==> config.mk <==
export PLATFORM = sky130hd
export DESIGN_NAME = simple_mem_responder
export DESIGN_NICKNAME = d
export VERILOG_FILES = /design/src/rtl/simple_mem_responder.sv
export SDC_FILE = /design/constraint.sdc
export NUM_CORES = 2
export LEC_CHECK = 0
export ABC_AREA = 1
export CELL_PAD_IN_SITES_DETAIL_PLACEMENT = 0
export CELL_PAD_IN_SITES_GLOBAL_PLACEMENT = 1
export CORE_MARGIN = 3
export CORE_UTILIZATION = 57
export CTS_BUF_LIST = sky130_fd_sc_hd__clkbuf_4
export DETAILED_ROUTE_END_ITERATION = 7
export PLACE_DENSITY_LB_ADDON = 0.08
export REMOVE_ABC_BUFFERS = 1
export SYNTH_ARGS = -nofsm -noshare
export SYNTH_HDL_FRONTEND = slang
export SYNTH_SLANG_ARGS = --single-unit
==> constraint.sdc <==
create_clock -name clk -period 25.5 [get_ports clk]
set_clock_uncertainty 0.1 [all_clocks]
set_input_delay 5.1 -clock clk [delete_from_list [all_inputs] [get_ports clk]]
set_output_delay 5.1 -clock clk [all_outputs]
set_load 0.05 [all_outputs]
==> src/rtl/simple_mem_responder.sv <==
// rtl/simple_mem_responder.sv - single-outstanding request/response memory responder with fixed access latency
//
// Ports:
//   clk        clock, all state changes on the rising edge
//   reset      asynchronous active-low reset
//   req_valid  initiator presents a request
//   req_ready  high only in IDLE (and out of reset)
//   req_we     1 = store, 0 = load
//   req_addr   word address
//   req_wdata  store data
//   rsp_valid  response available (RESP state)
//   rsp_ready  initiator consumes response
//   rsp_rdata  load data, 0 for stores and errors
//   rsp_err    address was >= DEPTH
//   busy       high in any state other than IDLE
module simple_mem_responder #(
    parameter int DEPTH       = 256,
    parameter int WAIT_CYCLES = 1
) (
    input  logic       clk,
    input  logic       reset,
    input  logic       req_valid,
    output logic       req_ready,
    input  logic       req_we,
    input  logic [7:0] req_addr,
    input  logic [7:0] req_wdata,
    output logic       rsp_valid,
    input  logic       rsp_ready,
    output logic [7:0] rsp_rdata,
    output logic       rsp_err,
    output logic       busy
);

    localparam int AW = (DEPTH > 1) ? $clog2(DEPTH) : 1;

    typedef enum logic [1:0] {
        IDLE = 2'd0,
        WAIT = 2'd1,
        RESP = 2'd2
    } state_t;

    state_t     state, state_nx;
    logic [3:0] cnt, cnt_nx;

    logic       cap_we;
    logic [7:0] cap_addr;
    logic [7:0] cap_wdata;

    logic       accept;
    logic       do_access;
    logic       acc_we;
    logic [7:0] acc_addr;
    logic [7:0] acc_wdata;
    logic       acc_in_range;
    logic [7:0] acc_rdata;

    // Contents survive reset, so the array has no reset branch.
    logic [7:0] mem [0:DEPTH-1];

    assign req_ready = (state == IDLE) && reset;
    assign accept    = req_valid && req_ready;
    assign rsp_valid = (state == RESP);
    assign busy      = (state != IDLE);

    always_comb begin
        state_nx  = state;
        cnt_nx    = cnt;
        do_access = 1'b0;
        case (state)
            IDLE: begin
                if (accept) begin
                    if (WAIT_CYCLES == 0) begin
                        state_nx  = RESP;
                        do_access = 1'b1;
                    end else begin
                        state_nx = WAIT;
                        cnt_nx   = 4'(WAIT_CYCLES - 1);
                    end
                end
            end
            WAIT: begin
                if (cnt == 4'd0) begin
                    state_nx  = RESP;
                    do_access = 1'b1;
                end else begin
                    cnt_nx = cnt - 4'd1;
                end
            end
            RESP: begin
                if (rsp_ready) begin
                    state_nx = IDLE;
                end
            end
            default: begin
                state_nx = IDLE;
            end
        endcase
    end

    // With zero wait the access happens on the accepting edge itself, so the
    // live request fields are used; otherwise the captured copy is used.
    always_comb begin
        if (state == IDLE) begin
            acc_we    = req_we;
            acc_addr  = req_addr;
            acc_wdata = req_wdata;
        end else begin
            acc_we    = cap_we;
            acc_addr  = cap_addr;
            acc_wdata = cap_wdata;
        end
    end

    assign acc_in_range = ({1'b0, acc_addr} < 9'(DEPTH));
    assign acc_rdata    = (!acc_we && acc_in_range) ? mem[acc_addr[AW-1:0]] : 8'h00;

    always_ff @(posedge clk) begin
        if (do_access && acc_we && acc_in_range) begin
            mem[acc_addr[AW-1:0]] <= acc_wdata;
        end
    end

    always_ff @(posedge clk or negedge reset) begin
        if (!reset) begin
            state     <= IDLE;
            cnt       <= 4'd0;
            cap_we    <= 1'b0;
            cap_addr  <= 8'h00;
            cap_wdata <= 8'h00;
            rsp_rdata <= 8'h00;
            rsp_err   <= 1'b0;
        end else begin
            state <= state_nx;
            cnt   <= cnt_nx;
            if (accept) begin
                cap_we    <= req_we;
                cap_addr  <= req_addr;
                cap_wdata <= req_wdata;
            end
            if (do_access) begin
                rsp_rdata <= acc_rdata;
                rsp_err   <= !acc_in_range;
            end else if (state == RESP && rsp_ready) begin
                rsp_rdata <= 8'h00;
                rsp_err   <= 1'b0;
            end
        end
    end

endmodule

==> flow_summary.ini <==
[final_layout]
drive_above_1_share_pct = 10.8
layout.cells.non_filler = 11100
utilization_pct = 63.1
num-fill-cells = 12600
multiInputGateArea_sq_mm = 0.0210
final_area_sq_mm = 0.0964
fin_nets = 8743
layout_commonest_cell = nand2_1
layout_common_cells = 3017 x nand2_1, 2048 x edfxtp_1, 1071 x nor2_1
area_growth_pct = 9.31
seq_area_sq_mm = 0.0623

[worst_setup_path]
cp-end-kind = output port
cp-startpoint = reset
r2r-start = state[1]
r2r_cells = 20
critPathRequiredTime_ns = 20.30
critPathMaxFanout = 32
worst-setup-path-type = in2out
rrSetupSlack_ns = 19.06
reg2reg_to = rsp_rdata[1]
startpoint_type = primary input
crit_end = req_ready
arrival_ns = 6.80

[placed_design]
dp_worst_setup_slack_ns = 13.45
portBuffers = 31
placed_area_sq_mm = 0.0901
dp_hpwl_microns = 130000
dp_cells = 10200
gp_congestion = 0.844

[cts]
clk_pin_slew_ns = 0.06
ctsLongestPathBuffers = 4
cts_buffers = 554
ctsHoldBuffers = 0
clock_latency_ns = 1.33
cts.sinks = 2079
cts_setup_buffers = 0
cts_resized = 0
tritoncts = yes
cts_root_buf = clkbuf_4
cts_max_level = 6

[route]
vias_per_cell = 5.41
drc = 0
wire_per_inst_microns = 21.6
routed_wl_microns = 239000
dr.pass1.iters = 7
initialDrtViolationCount = 6202
vias = 59900
drtAntennaViolNets = 0

[sta]
tightestPinTransition_ns = 1.62
rsz0062_at_grt = false
setup_viol = 0
worst_slack_ns = 13.50
finalHoldViolCount = 0
period_share_pct = 47.0
whs_ns = 0.371
setup_tns_ns = 0
slew_headroom_pct = -7.98
maxSlewViolCount = 73
period_minus_slack_ns = 12.00
fmax_ghz = 0.0834

[grt]
grt_max_degree = 221
grt_pass1_vias = 57100
grt_overflow_total = 0
grt_use_total_pct = 30.1
grt_first_pass_wirelength_microns = 353000
antenna_found_initial = 7

[die]
start_util_pct = 57.7
die_h_microns = 399
rows = 143
core_sq_mm = 0.153
die-area_sq_mm = 0.159
die_w_microns = 399
ios = 33

[synthesis]
synthesis.instances = 8465
yosysUniqueCellTypes = 33
avgSynthCellArea_sq_um = 10.4
synth_warnings = 0
yosys_register_bits = 2079
seq_area_frac_synth_pct = 70.6
netlist_area_sq_mm = 0.0882

[run]
cap_violations = 0

[power_and_ir_drop]
p_leak_nw = 38.9
peakVddDrop_mv = 0.164
finalPower_mw = 12.4
power_density_mw_per_mm2 = 129

[outcome]
status = finished, violations left
violations = max-slew violations

[min_path]
hp-class = reg2reg
==> registers in the layout (all words and copies together) (netlist names) <==
signal	count
mem	2048
cap_addr	8
cap_wdata	8
rsp_rdata	8
cnt	4
state	2
cap_we	1
==> synth_stat cells <==
master / n / area, sq um
nand2_1: 3020 / 11300
edfxtp_1: 2048 / 61500
nor2_1: 1082 / 4060
inv_1: 806 / 3030
o21ai_0: 465 / 2330
o21ai_1: 270 / 1350
buf_2: 229 / 1150
nand3_1: 188 / 941
clkbuf_1: 140 / 526
buf_4: 39 / 293
or2_0: 34 / 213
or2_2: 34 / 213
dfrtp_1: 31 / 776
o22ai_1: 16 / 100
buf_1: 12 / 45.0
a21oi_1: 9 / 45.0
inv_2: 9 / 33.8
nand2_2: 6 / 37.5
buf_6: 5 / 56.3
clkbuf_2: 4 / 20.0
nor2_2: 3 / 18.8
ha_1: 2 / 25.0
nand4_1: 2 / 12.5
o211ai_1: 2 / 15.0
a2111oi_0: 1 / 8.76
a21boi_0: 1 / 7.51
conb_1: 1 / 3.75
nand2_4: 1 / 11.3
nand3b_1: 1 / 7.51
nor2_4: 1 / 11.3
nor3_1: 1 / 5.00
o21ai_2: 1 / 8.76
o31ai_1: 1 / 7.51
==> worst max-delay path, cell delays in order <==
cell             delay (ns)
buf_2                  0.61
inv_1                  0.09
nor2_1                 0.16
clkdlybuf4s50_1        0.82
==> layer usage <==
metal,routed length [microns],global-route usage [%],up-vias
met5,0,0,-
met1,98500,41.8,28700
met2,112000,47.4,2551
li1,-,-,28300
met3,22900,7.01,358
met4,5760,9.61,0
==> where the power goes <==
part / total, mW / switching [mW] / internal [mW]
clock network: 2.71 / 1.29 / 1.41
registers: 4.48 / 0.0150 / 4.47
logic: 5.22 / 4.13 / 1.09
total: 12.4 / 5.44 / 6.97
==> cell families (layout without fill, tap and decap cells) <==
family / after synthesis / in the layout / synth area share, %
AOI/OAI and AO/OA: 766 / 766 / 4.39
buffers and inverters: 1244 / 1830 / 5.83
other: 1 / 11 / 0.00425
adders and majority gates: 2 / 2 / 0.0284
and+or+nand+nor: 4373 / 4373 / 19.1
DFF: 2079 / 2079 / 70.6
==> cell type report <==
class                   instances  area share [%]
diodes                         10          0.0260
repair buffers                128            1.25
multi-input cells            5142            21.8
clock buffers                 779            6.07
inverters                     815            3.17
clock inverters               108           0.487
well taps                    2030            2.63
flip-flops and latches       2079            64.6
==> worst min-delay path by stage <==
stage                   to   start  cells past startpoint  slack (ns)
floorplan           cnt[3]  cnt[3]                      1        0.34
global placement    cnt[3]  cnt[3]                      1        0.35
detailed placement  cnt[3]  cnt[3]                      1        0.35
CTS                 cnt[3]  cnt[3]                      1        0.36
global route        cnt[3]  cnt[3]                      1        0.38
finish              cnt[3]  cnt[3]                      1        0.37
(Power assumes the default switching activity.)
